## src/rtl/pipe_ctrl_pkg.sv

```systemverilog
// Shared definitions for the MIPS pipeline control path: control-bundle bit
// positions, forwarding select encodings, link register index and bubble.
package pipe_ctrl_pkg;

  localparam int CTRL_W     = 16;
  localparam int REG_ADDR_W = 5;
  localparam int LINK_REG   = 31;

  // Bit positions within the decoder bundle, MSB first:
  // {RegDst, ALUSrc, MemtoReg[1:0], RegWrite, MemRead, MemWrite, Branch,
  //  Jump[1:0], ALUOp[5:0]}
  localparam int CTRL_REGDST       = 15;
  localparam int CTRL_ALUSRC       = 14;
  localparam int CTRL_MEMTOREG_MSB = 13;
  localparam int CTRL_MEMTOREG_LSB = 12;
  localparam int CTRL_REGWRITE     = 11;
  localparam int CTRL_MEMREAD      = 10;
  localparam int CTRL_MEMWRITE     = 9;
  localparam int CTRL_BRANCH       = 8;
  localparam int CTRL_JUMP_MSB     = 7;
  localparam int CTRL_JUMP_LSB     = 6;
  localparam int CTRL_ALUOP_MSB    = 5;
  localparam int CTRL_ALUOP_LSB    = 0;

  // EX operand source selects
  localparam logic [1:0] FWD_REG = 2'b00;
  localparam logic [1:0] FWD_WB  = 2'b01;
  localparam logic [1:0] FWD_MEM = 2'b10;

  // MemtoReg encoding that marks a link write (jal)
  localparam logic [1:0] MEMTOREG_LINK = 2'b10;
  // Jump encoding resolved in ID
  localparam logic [1:0] JUMP_DIRECT   = 2'b01;

  // All-zero bundle: no register, memory or PC side effects
  localparam logic [CTRL_W-1:0] BUBBLE = 16'h0000;

endpackage

```

## src/rtl/hazard_ctrl_pipe_fwd.sv

```systemverilog
// fwd_unit: purely combinational forwarding compare for two source indices.
// MEM result takes priority over WB; register 0 never forwards.
module fwd_unit
  import pipe_ctrl_pkg::*;
#(
  parameter int REG_ADDR_W = 5
) (
  input  logic                  mem_regwrite,
  input  logic [REG_ADDR_W-1:0] mem_write_reg,
  input  logic                  wb_regwrite,
  input  logic [REG_ADDR_W-1:0] wb_write_reg,
  input  logic [REG_ADDR_W-1:0] src_a,
  input  logic [REG_ADDR_W-1:0] src_b,
  output logic [1:0]            fwd_a,
  output logic [1:0]            fwd_b
);

  logic [1:0][REG_ADDR_W-1:0] src;
  logic [1:0][1:0]            sel;

  assign src[0] = src_a;
  assign src[1] = src_b;

  generate
    for (genvar gi = 0; gi < 2; gi++) begin : g_src
      // Per-source priority compare: MEM first, then WB, else register file
      always_comb begin
        sel[gi] = FWD_REG;
        if (mem_regwrite && (mem_write_reg != '0) && (mem_write_reg == src[gi])) begin
          sel[gi] = FWD_MEM;
        end else if (wb_regwrite && (wb_write_reg != '0) && (wb_write_reg == src[gi])) begin
          sel[gi] = FWD_WB;
        end
      end
    end
  endgenerate

  assign fwd_a = sel[0];
  assign fwd_b = sel[1];

endmodule

```

## src/rtl/hazard_ctrl_pipe.sv

```systemverilog
// hazard_ctrl_pipe: carries the ID control bundle and destination register
// through ID/EX, EX/MEM and MEM/WB; detects load-use hazards, flushes on taken
// branches and ID jumps, and drives EX forwarding selects.
// Optional macro HAZARD_PERF_CNT_EN adds StallCount/FlushCount outputs.
module hazard_ctrl_pipe #(
  parameter int REG_ADDR_W = pipe_ctrl_pkg::REG_ADDR_W,
  parameter int CTRL_W     = pipe_ctrl_pkg::CTRL_W,
  parameter int LINK_REG   = pipe_ctrl_pkg::LINK_REG
) (
  input  logic                  Clk,
  input  logic                  Reset,
  input  logic [CTRL_W-1:0]     ID_Ctrl,
  input  logic [REG_ADDR_W-1:0] ID_Rs,
  input  logic [REG_ADDR_W-1:0] ID_Rt,
  input  logic [REG_ADDR_W-1:0] ID_Rd,
  input  logic                  EX_BranchTaken,
  output logic [CTRL_W-1:0]     EX_Ctrl,
  output logic [CTRL_W-1:0]     MEM_Ctrl,
  output logic [CTRL_W-1:0]     WB_Ctrl,
  output logic [REG_ADDR_W-1:0] EX_Rs,
  output logic [REG_ADDR_W-1:0] EX_Rt,
  output logic [REG_ADDR_W-1:0] EX_WriteReg,
  output logic [REG_ADDR_W-1:0] MEM_WriteReg,
  output logic [REG_ADDR_W-1:0] WB_WriteReg,
  output logic                  PCWrite,
  output logic                  IFIDWrite,
  output logic                  IFIDFlush,
  output logic [1:0]            ForwardA,
  output logic [1:0]            ForwardB
`ifdef HAZARD_PERF_CNT_EN
  ,
  output logic [31:0]           StallCount,
  output logic [31:0]           FlushCount
`endif
);

  import pipe_ctrl_pkg::*;

  logic [CTRL_W-1:0]     ex_ctrl_q, ex_ctrl_d;
  logic [CTRL_W-1:0]     mem_ctrl_q, mem_ctrl_d;
  logic [CTRL_W-1:0]     wb_ctrl_q, wb_ctrl_d;
  logic [REG_ADDR_W-1:0] ex_rs_q, ex_rs_d;
  logic [REG_ADDR_W-1:0] ex_rt_q, ex_rt_d;
  logic [REG_ADDR_W-1:0] ex_wr_q, ex_wr_d;
  logic [REG_ADDR_W-1:0] mem_wr_q, mem_wr_d;
  logic [REG_ADDR_W-1:0] wb_wr_q, wb_wr_d;

  logic [REG_ADDR_W-1:0] id_write_reg;
  logic                  load_use;
  logic                  branch_taken;
  logic                  jump_id;
  logic                  id_bubble;
  logic                  stall_active;
  logic                  pc_write;
  logic                  ifid_write;
  logic                  ifid_flush;
  logic [1:0]            fwd_a_raw;
  logic [1:0]            fwd_b_raw;

  // Destination register chosen at ID: link register, rd, or rt
  always_comb begin
    id_write_reg = ID_Rt;
    if (ID_Ctrl[CTRL_MEMTOREG_MSB:CTRL_MEMTOREG_LSB] == MEMTOREG_LINK) begin
      id_write_reg = REG_ADDR_W'(LINK_REG);
    end else if (ID_Ctrl[CTRL_REGDST]) begin
      id_write_reg = ID_Rd;
    end
  end

  assign load_use     = ex_ctrl_q[CTRL_MEMREAD] && (ex_wr_q != '0) &&
                        ((ex_wr_q == ID_Rs) || (ex_wr_q == ID_Rt));
  assign branch_taken = ex_ctrl_q[CTRL_BRANCH] &&
                        (ex_ctrl_q[CTRL_JUMP_MSB:CTRL_JUMP_LSB] == 2'b00) &&
                        EX_BranchTaken;
  assign jump_id      = (ID_Ctrl[CTRL_JUMP_MSB:CTRL_JUMP_LSB] == JUMP_DIRECT);

  // Hazard priority: reset > taken branch > load-use stall > ID jump > normal
  always_comb begin
    pc_write     = 1'b1;
    ifid_write   = 1'b1;
    ifid_flush   = 1'b0;
    id_bubble    = 1'b0;
    stall_active = 1'b0;
    if (!Reset) begin
      if (branch_taken) begin
        ifid_flush = 1'b1;
        id_bubble  = 1'b1;
      end else if (load_use) begin
        pc_write     = 1'b0;
        ifid_write   = 1'b0;
        id_bubble    = 1'b1;
        stall_active = 1'b1;
      end else if (jump_id) begin
        ifid_flush = 1'b1;
      end
    end
  end

  // Next-state for the three pipeline registers; MEM/WB always shift
  always_comb begin
    ex_ctrl_d  = ID_Ctrl;
    ex_rs_d    = ID_Rs;
    ex_rt_d    = ID_Rt;
    ex_wr_d    = id_write_reg;
    mem_ctrl_d = ex_ctrl_q;
    mem_wr_d   = ex_wr_q;
    wb_ctrl_d  = mem_ctrl_q;
    wb_wr_d    = mem_wr_q;
    if (Reset || id_bubble) begin
      ex_ctrl_d = BUBBLE;
      ex_rs_d   = '0;
      ex_rt_d   = '0;
      ex_wr_d   = '0;
    end
    if (Reset) begin
      mem_ctrl_d = BUBBLE;
      mem_wr_d   = '0;
      wb_ctrl_d  = BUBBLE;
      wb_wr_d    = '0;
    end
  end

  // Pipeline state registers
  always_ff @(posedge Clk) begin
    ex_ctrl_q  <= ex_ctrl_d;
    ex_rs_q    <= ex_rs_d;
    ex_rt_q    <= ex_rt_d;
    ex_wr_q    <= ex_wr_d;
    mem_ctrl_q <= mem_ctrl_d;
    mem_wr_q   <= mem_wr_d;
    wb_ctrl_q  <= wb_ctrl_d;
    wb_wr_q    <= wb_wr_d;
  end

  fwd_unit #(
    .REG_ADDR_W (REG_ADDR_W)
  ) u_fwd (
    .mem_regwrite  (mem_ctrl_q[CTRL_REGWRITE]),
    .mem_write_reg (mem_wr_q),
    .wb_regwrite   (wb_ctrl_q[CTRL_REGWRITE]),
    .wb_write_reg  (wb_wr_q),
    .src_a         (ex_rs_q),
    .src_b         (ex_rt_q),
    .fwd_a         (fwd_a_raw),
    .fwd_b         (fwd_b_raw)
  );

  assign EX_Ctrl      = ex_ctrl_q;
  assign MEM_Ctrl     = mem_ctrl_q;
  assign WB_Ctrl      = wb_ctrl_q;
  assign EX_Rs        = ex_rs_q;
  assign EX_Rt        = ex_rt_q;
  assign EX_WriteReg  = ex_wr_q;
  assign MEM_WriteReg = mem_wr_q;
  assign WB_WriteReg  = wb_wr_q;
  assign PCWrite      = pc_write;
  assign IFIDWrite    = ifid_write;
  assign IFIDFlush    = ifid_flush;
  assign ForwardA     = Reset ? FWD_REG : fwd_a_raw;
  assign ForwardB     = Reset ? FWD_REG : fwd_b_raw;

`ifdef HAZARD_PERF_CNT_EN
  logic [31:0] stall_cnt_q, stall_cnt_d;
  logic [31:0] flush_cnt_q, flush_cnt_d;

  // Event counters; plain increment wraps naturally at 2^32
  always_comb begin
    stall_cnt_d = stall_cnt_q + (stall_active ? 32'd1 : 32'd0);
    flush_cnt_d = flush_cnt_q + (ifid_flush ? 32'd1 : 32'd0);
  end

  // Counter registers, cleared by reset
  always_ff @(posedge Clk) begin
    if (Reset) begin
      stall_cnt_q <= '0;
      flush_cnt_q <= '0;
    end else begin
      stall_cnt_q <= stall_cnt_d;
      flush_cnt_q <= flush_cnt_d;
    end
  end

  assign StallCount = stall_cnt_q;
  assign FlushCount = flush_cnt_q;
`endif

endmodule

```

## config.mk

```make
export PLATFORM = sky130hd
export DESIGN_NAME = hazard_ctrl_pipe
export DESIGN_NICKNAME = d
export VERILOG_FILES = /design/src/rtl/pipe_ctrl_pkg.sv /design/src/rtl/hazard_ctrl_pipe_fwd.sv /design/src/rtl/hazard_ctrl_pipe.sv
export SDC_FILE = /design/constraint.sdc
export NUM_CORES = 1
export LEC_CHECK = 0
export CORE_MARGIN = 2
export CORE_UTILIZATION = 40
export DETAILED_ROUTE_END_ITERATION = 16
export GPL_TIMING_DRIVEN = 0
export MAX_ROUTING_LAYER = met4
export PLACE_DENSITY = 0.76
export SLEW_MARGIN = 5
export SYNTH_ARGS = -nofsm -noshare
export SYNTH_HDL_FRONTEND = slang
export SYNTH_HIERARCHICAL = 1
export SYNTH_SLANG_ARGS = --single-unit
```

## constraint.sdc

```tcl
create_clock -name Clk -period 3.5 [get_ports Clk]
set_input_delay 0.525 -clock Clk [delete_from_list [all_inputs] [get_ports Clk]]
set_output_delay 0.525 -clock Clk [all_outputs]
set_load 0.02 [all_outputs]
```

After elaboration in Yosys (flattened, before gate mapping)
Index checks and enable logic that the tools add are counted.

Mux-type cells: 18. Eq/ne operators: 8. Reductions and logical operators: 16.

Operator list (number): $eq 5x5->1 (6); $reduce_bool 5->1 (3); $mux 1 (12); $logic_and 1x1->1 (10); $mux 5 (2); $mux 2 (4); $eq 2x1->1 const B (1); $eq 2x2->1 const B (1); $logic_not 2->1 (1); $logic_or 1x1->1 (2).

Bits of input ports: 34. Word-level logic and storage cells: 50. Register bits after elaboration: 73.

Logic depth before layout (Yosys ltp)
Gate-level depths: netlist of run 1.

Word-level depth: 7. Gate-level depth with buffers: 6.

By module
Netlist of run 1, hierarchy kept.

Modules (own cells, without submodules): hazard_ctrl_pipe (area an instance 2346.0 um2, instances 1, cells an instance 222); fwd_unit (area an instance 257.7 um2, instances 1, cells an instance 34).

Worst setup path after synthesis of run 1
OpenSTA, ideal clock, no wires.

Kind: input port to output port. Start: in ID_Rt[3]. End: out PCWrite. Data arrival time: 1.876 ns. Required time: 2.975 ns. Cell stages on the path: 6. Slack: 1.099 ns. Cells stage by stage: xnor2_1 > nand3_1 > o22ai_1 > clkbuf_1 > nand3_1 > buf_4.

Cells in the longest elaborated chain, start to end: 6.

Ends and longest elaborated chain: from (decl) (RTL line hazard_ctrl_pipe.sv:14) `input logic [REG_ADDR_W-1:0] ID_Rt,`; $eq 5x5->1 (RTL line hazard_ctrl_pipe.sv:71) `((ex_wr_q == ID_Rs) || (ex_wr_q == ID_Rt));`; $logic_or 1x1->1 (RTL line hazard_ctrl_pipe.sv:71); $logic_and 1x1->1 (RTL line hazard_ctrl_pipe.sv:70) `assign load_use = ex_ctrl_q[CTRL_MEMREAD] && (ex_wr_q != '0) &&`; $mux 1 (3 in series); to (decl) (RTL line hazard_ctrl_pipe.sv:25) `output logic PCWrite,`.

Every way passes these cells.

Final worst setup path of run 1
Start: in ID_Rt[3]. End: out PCWrite.

Cells in the longest elaborated chain, start to end: 6.

Ends and longest elaborated chain: $eq 5x5->1 (RTL line hazard_ctrl_pipe.sv:71); $logic_or 1x1->1 (RTL line hazard_ctrl_pipe.sv:71); $logic_and 1x1->1 (RTL line hazard_ctrl_pipe.sv:70); $mux 1 (RTL line hazard_ctrl_pipe.sv:88) `end else if (load_use) begin`; $mux 1 (RTL line hazard_ctrl_pipe.sv:85) `if (branch_taken) begin`; $mux 1 (RTL line hazard_ctrl_pipe.sv:84) `if (!Reset) begin`.

Every way passes these cells.

==> run metrics, run 1 <==
status=completed; PortBufs=112; IO Count=114; routed wire length=6670 µm; Routed Antenna Nets=0; Fin Clk Skew=0.00726 ns; diode count=0; mean area per synthesized cell=10.2 µm²; routed len/inst=14.5 µm; vias per inst=4.76; cts hold-fix bufs=0; critical path depth=8; Post-synth EDFFs=0; Hold Path Class=flip-flop to flip-flop; maximum vdd ir drop=0.242 mV; die width=84.7 µm; DIE HEIGHT=84.7 µm; Buffers & Inverters on Critical Path=4; Seq/Total Area, Yosys=0.561; Syn Std Cell Area=0.00260 mm²; maxcap violations=0; slowest cell on the critical path=clkdlybuf4s50_1; worst slew pin tran=0.589 ns; Total GRT Usage=0.198; final setup margin=0.190 ns; Worst setup endpoint=PCWrite; CTS H-tree depth=3; critical path's largest stage delay=0.55 ns; CP delay by family, top=buffers and inverters; Max Buffers Root-to-Sink=2; insertion delay to the later sink of the worst-skew pair=0.33 ns; Max Fclk=302 MHz; RSZ-0062 raised after global routing=no; CP Max Fanout=10; dpl ws=-0.0622 ns; Num Clock Sinks=73; ys async rst share=0; Worst R2R End=EX_Ctrl[7]$_SDFF_PP0_; Crit. Startpoint=ID_Rt[3]; share of the synthesized area in the top cell type=0.561; Post-Syn Instances=256; clock-pin slew on the worst setup and hold paths=0.07 ns; # setup viols final=0; Hold Vio Cnt, Final=0; flop-to-flop setup slack=1.77 ns; share of layout cells above drive strength 1=0.0731; Pre-antenna DRT Iters=6; CP cell instances=clkdlybuf4s50_1 > xnor2_1 > nand3_1 > o22ai_2 > clkbuf_2 > nand3_1 > buf_4 > clkdlybuf4s50_1; NumNets Final=413; Die Area=0.00717 mm²; Setup crit start kind=input pin; first-pass GRT wire length=10,700 µm; Rows=29; dominant cell by count in the synthesized netlist=dfxtp_1; synth warn=6; Clock Tree Root=clkbuf_8; initial antenna violation count=0; Core Box Area=0.00631 mm²; Starting Density=0.412; GPL Wtd Cong=0.912; Synth cell types=27; synth top area cells=dfxtp_1 56%, nor2b_1 11%, xnor2_1 8.7%; CTS tree=yes; crit path capture type=output pin; Period minus WS final=3.31 ns; Synth top cells by count=73 x dfxtp_1, 47 x nor2b_1, 29 x nand2_1, 26 x a21oi_1, 26 x xnor2_1; aggregate global routing overflow=0; vias in the first global route=2,239; depth of the most critical reg-to-reg path=4; CP required=2.97 ns; drc violations=0; flops & latches, synth=73; Slew headroom=0.608; count of pins over their slew limit=0; Main synth FF type=dfxtp_1; Pleak=1.53 nW; 1st-iter DRT viols=84; largest net degree at the start of global routing=12; Worst Path Class, Setup=input pin to output pin; area leader, netlist=dfxtp_1; R2R Path Start=EX_WriteReg[1]$_SDFF_PP0_; Pwr Density=456 mW/mm²; Num CTS Buffers=9; vias=2,190; arrival time worst endpoint=2.78 ns; hpwl dp=5060 µm; Mapped Nets=290; fin crit share=0.946; synth-to-layout area growth=54.1%; total power=1.83 mW
metal layers:
layer / wire length (µm) / GRT usage
met2: 3290 / 0.322
met4: 140 / 0.0808
met1: 2850 / 0.233
met5: 0 / -
met3: 395 / 0.0501
cells in the final DEF (no fill, tap or decap):
| master | count |
|---|---|
| nor2_1 | 1 |
| buf_2 | 3 |
| clkbuf_8 | 12 |
| or2_2 | 1 |
| o22ai_2 | 1 |
| clkbuf_2 | 1 |
| a221oi_1 | 2 |
| a221oi_2 | 3 |
| nor2b_1 | 47 |
| clkbuf_1 | 9 |
| o21a_1 | 1 |
| or4_1 | 3 |
| mux2i_1 | 5 |
| nand4_1 | 2 |
| nor2_2 | 1 |
| nand2_1 | 29 |
| nand3_1 | 5 |
| nor4_1 | 4 |
| and4bb_2 | 1 |
| o21ai_2 | 1 |
| xnor2_1 | 26 |
| clkinv_2 | 1 |
| buf_6 | 1 |
| buf_4 | 1 |
| buf_1 | 2 |
| clkinvlp_4 | 1 |
| inv_1 | 1 |
| a211oi_1 | 2 |
| xor2_1 | 4 |
| dfxtp_1 | 73 |
| clkdlybuf4s50_1 | 112 |
| nand2b_1 | 1 |
| a21oi_1 | 26 |
state kept, by name, summed over array words and instances, names as in the netlist:
signal / cells
EX_Ctrl: 16
EX_Rs: 5
EX_Rt: 5
EX_WriteReg: 5
MEM_Ctrl: 16
MEM_WriteReg: 5
WB_Ctrl: 16
WB_WriteReg: 5
per-stage QoR:
stage | util | hold slack (ns) | TNS (ns) | cells | area (µm²)
final | 0.636 | 0.463 | 0 | 460 | 4010
after global routing | 0.636 | 0.474 | 0 | 460 | 4010
after CTS | 0.635 | 0.466 | 0 | 460 | 4010
after detailed placement | 0.605 | 0.453 | -0.0622 | 445 | 3820
after global placement | 0.605 | 0.441 | -0.0255 | 445 | 3820
after floorplan | - | 0.546 | 0 | 256 | 2600
kinds of logic (layout without fill, tap and decap cells):
| kind of cell | count (synthesis) | count (layout) | share of synthesized area |
|---|---|---|---|
| simple gates | 95 | 95 | 0.200 |
| flops | 73 | 73 | 0.561 |
| compound gates | 36 | 36 | 0.0884 |
| mux | 5 | 5 | 0.0192 |
| xor+xnor | 30 | 30 | 0.101 |
| buf+inv | 17 | 144 | 0.0303 |
how the worst min path moves through the flow:
stage	endpoint	from	cells past startpoint	slack, ns
3_3_place_gp	WB_Ctrl[9]$_SDFF_PP0_	MEM_Ctrl[9]$_SDFF_PP0_	1	0.44
5_1_grt	MEM_Ctrl[5]$_SDFF_PP0_	EX_Ctrl[5]$_SDFF_PP0_	1	0.47
2_1_floorplan	MEM_Ctrl[0]$_SDFF_PP0_	EX_Ctrl[0]$_SDFF_PP0_	1	0.55
6_report	WB_Ctrl[2]$_SDFF_PP0_	MEM_Ctrl[2]$_SDFF_PP0_	1	0.46
3_5_place_dp	WB_Ctrl[2]$_SDFF_PP0_	MEM_Ctrl[2]$_SDFF_PP0_	1	0.45
4_1_cts	WB_Ctrl[2]$_SDFF_PP0_	MEM_Ctrl[2]$_SDFF_PP0_	1	0.47
where the power goes:
| group | internal, mW | leakage [nW] | total (mW) | switching (mW) |
|---|---|---|---|---|
| sequential | 0.874 | 0.601 | 0.911 | 0.0368 |
| clock | 0.311 | 0.0915 | 0.594 | 0.283 |
| combinational | 0.167 | 0.836 | 0.326 | 0.159 |
| total | 1.35 | 1.53 | 1.83 | 0.479 |
cell type report:
cell class | count | area (µm²)
Fill cell | 553 | 2300
Sequential cell | 73 | 1460
Timing Repair Buffer | 112 | 1120
Multi-Input combinational cell | 166 | 1070
Clock buffer | 13 | 169
Tap cell | 77 | 96.3
Buffer | 16 | 76.3
Clock inverter | 2 | 12.5
Inverter | 1 | 3.75
timing repair:
item | 4_1_cts | 5_1_grt
setup buffers | 0 | 0
endpoints found under the setup margin | 1 | 2
gates resized for setup | 1 | 3
cloned | 0 | 0
Note: power is estimated with default switching activity, not from simulation.
==> run 2, diff against run 1 <==
==> constraint.sdc (replaced) <==
create_clock -name Clk -period 3.5 [get_ports Clk]
set_input_delay 0.7 -clock Clk [delete_from_list [all_inputs] [get_ports Clk]]
set_output_delay 0.7 -clock Clk [all_outputs]
set_load 0.02 [all_outputs]
==> run metrics, run 2 (synthesized netlist as in run 1, its figures left out) <==
worst slew pin tran=0.596 ns (+0.00753 ns); Worst Path Class, Setup=input pin to output pin; vias=2,176 (-0.64%); Num Clock Sinks=73 (unchanged); CTS tree=yes; routed len/inst=14.4 µm (-0.57%); RSZ-0062 raised after global routing=no; maximum vdd ir drop=0.242 mV (-0.12%); # setup viols final=0 (unchanged); Clock Tree Root=clkbuf_8; CP Max Fanout=10 (unchanged); WHS=0.463 ns (+0.00000100 ns); share of layout cells above drive strength 1=0.0757 (+0.00261); insertion delay to the later sink of the worst-skew pair=0.33 ns (about the same); placed cell count=445 (unchanged); Core Box Area=0.00631 mm² (unchanged); fill count=548 (-0.90%); PortBufs=112 (unchanged); power share of the clock group=0.323 (-0.002); Rows=29 (unchanged); routed wire length=6640 µm (-0.57%); non-filler cells, final=460 (unchanged); maxcap violations=0 (unchanged); Slew headroom=0.603 (-0.00502); vias in the first global route=2,246 (+0.31%); Comb pwr share=0.180 (+0.002); Pre-antenna DRT Iters=4 (-2); DIE HEIGHT=84.7 µm (unchanged); CP cell instances=clkdlybuf4s50_1 > xnor2_1 > nand3_1 > o22ai_4 > clkbuf_8 > nand3_1 > clkdlybuf4s50_1; switching pwr=0.478 mW (-0.15%); diode count=0 (unchanged); sequential power share=0.497 (about the same); Setup crit start kind=input pin; most frequent cells in the layout=110 x clkdlybuf4s50_1, 73 x dfxtp_1, 47 x nor2b_1; fin crit share=0.974 (+0.0287); Hold Vio Cnt, Final=0 (unchanged); die width=84.7 µm (unchanged); 1st-iter DRT viols=82 (-2.4%); Die Area=0.00717 mm² (unchanged); count of pins over their slew limit=0 (unchanged); Sw Share=0.261 (-0.000695); Fin Clk Skew=0.00705 ns (-0.000218 ns); Pwr Density=454 mW/mm² (-0.41%); Num CTS Buffers=9 (unchanged); Int Pwr=1.35 mW (+0.21%); vias per inst=4.73 (-0.64%); total power=1.83 mW (+0.11%); Hold Path Class=flip-flop to flip-flop; status=completed; total setup buffers inserted after CTS=0 (unchanged); initial antenna violation count=0 (unchanged); post-cts sizing count=8 (+7); Period minus WS final=3.41 ns (+0.101 ns); aggregate global routing overflow=0 (unchanged); NumNets Final=413 (unchanged); GPL Wtd Cong=0.912 (unchanged); first-pass GRT wire length=10,700 µm (-0.25%); clock-pin slew on the worst setup and hold paths=0.07 ns (about the same); Routed Antenna Nets=0 (unchanged); commonest non-fill, non-tap cell in the layout=clkdlybuf4s50_1; cts hold-fix bufs=0 (unchanged); drc violations=0 (unchanged); critical path's largest stage delay=0.56 ns (about the same); Pleak=1.55 nW (+1.2%); CTS H-tree depth=3 (unchanged); Max Buffers Root-to-Sink=2 (unchanged); Max Fclk=293 MHz (-3.0%); slowest cell on the critical path=clkdlybuf4s50_1; IO Count=114 (unchanged); arrival time worst endpoint=2.71 ns (-0.07 ns); synth-to-layout area growth=54.9%; Total GRT Usage=0.197 (-0.000381); crit path capture type=output pin; Starting Density=0.412 (unchanged); largest net degree at the start of global routing=12 (unchanged); hpwl dp=5060 µm (unchanged); CP required=2.80 ns (-0.17 ns)
## run 2: layer usage
| layer | vias to the layer above | track usage | wire (µm) |
|---|---|---|---|
| met2 | 81 | 0.325 | 3300 |
| met1 | 993 | 0.230 | 2810 |
| met3 | 13 | 0.0501 | 396 |
| met5 | - | - | 0 |
| li1 | 1089 | - | - |
| met4 | 0 | 0.0808 | 129 |
## run 2: path summary, 6_finish.rpt
kind	start	to	slack [ns]	cells past startpoint
max	ID_Rt[3]	IFIDWrite	0.09	7
min	MEM_Ctrl[2]$_SDFF_PP0_	WB_Ctrl[2]$_SDFF_PP0_	0.46	1
max reg2reg	EX_WriteReg[2]$_SDFF_PP0_	EX_Ctrl[5]$_SDFF_PP0_	1.80	5
min reg2reg	MEM_Ctrl[2]$_SDFF_PP0_	WB_Ctrl[2]$_SDFF_PP0_	0.46	1
## run 2: cell type report
type | instances | area, µm² | area share
buffer | 16 | 88.8 | 0.0220
clock buffer | 13 | 169 | 0.0419
clock inverter | 2 | 12.5 | 0.00310
inverter | 1 | 3.75 | 0.000931
multi-input combinational | 166 | 1080 | 0.268
sequential | 73 | 1460 | 0.362
tap | 77 | 96.3 | 0.0239
timing repair buffer | 112 | 1120 | 0.278
## run 2: worst max-delay path: cells and delay by family
| family | cells | cell delay (ns) |
|---|---|---|
| buffers and inverters | 3 | 1.34 |
| AO/OA/AOI/OAI | 1 | 0.29 |
| AND/OR/NAND/NOR | 2 | 0.24 |
| XOR/XNOR | 1 | 0.14 |
## run 2: per-stage QoR
| stage | setup TNS, ns | cell area [µm²] | setup slack, ns | util |
|---|---|---|---|---|
| 2_1_floorplan | 0 | 2600 | 0.749 | - |
| 3_3_place_gp | -0.774 | 3820 | -0.375 | 0.605 |
| 3_5_place_dp | -0.849 | 3820 | -0.412 | 0.605 |
| 4_1_cts | 0 | 4030 | 0.0122 | 0.638 |
| 5_1_grt | 0 | 4030 | 0.0106 | 0.639 |
| 6_report | 0 | 4030 | 0.0899 | 0.639 |
## run 2: power by group through the flow
| stage | Sequential [mW] | Clock (mW) | Combinational, mW |
|---|---|---|---|
| floorplan | 0.976 | 0 | 0.116 |
| global placement | 0.929 | 0 | 0.319 |
| detailed placement | 0.930 | 0 | 0.323 |
| CTS | 0.911 | 0.605 | 0.331 |
| global route | 0.916 | 0.647 | 0.353 |
| finish | 0.911 | 0.592 | 0.330 |
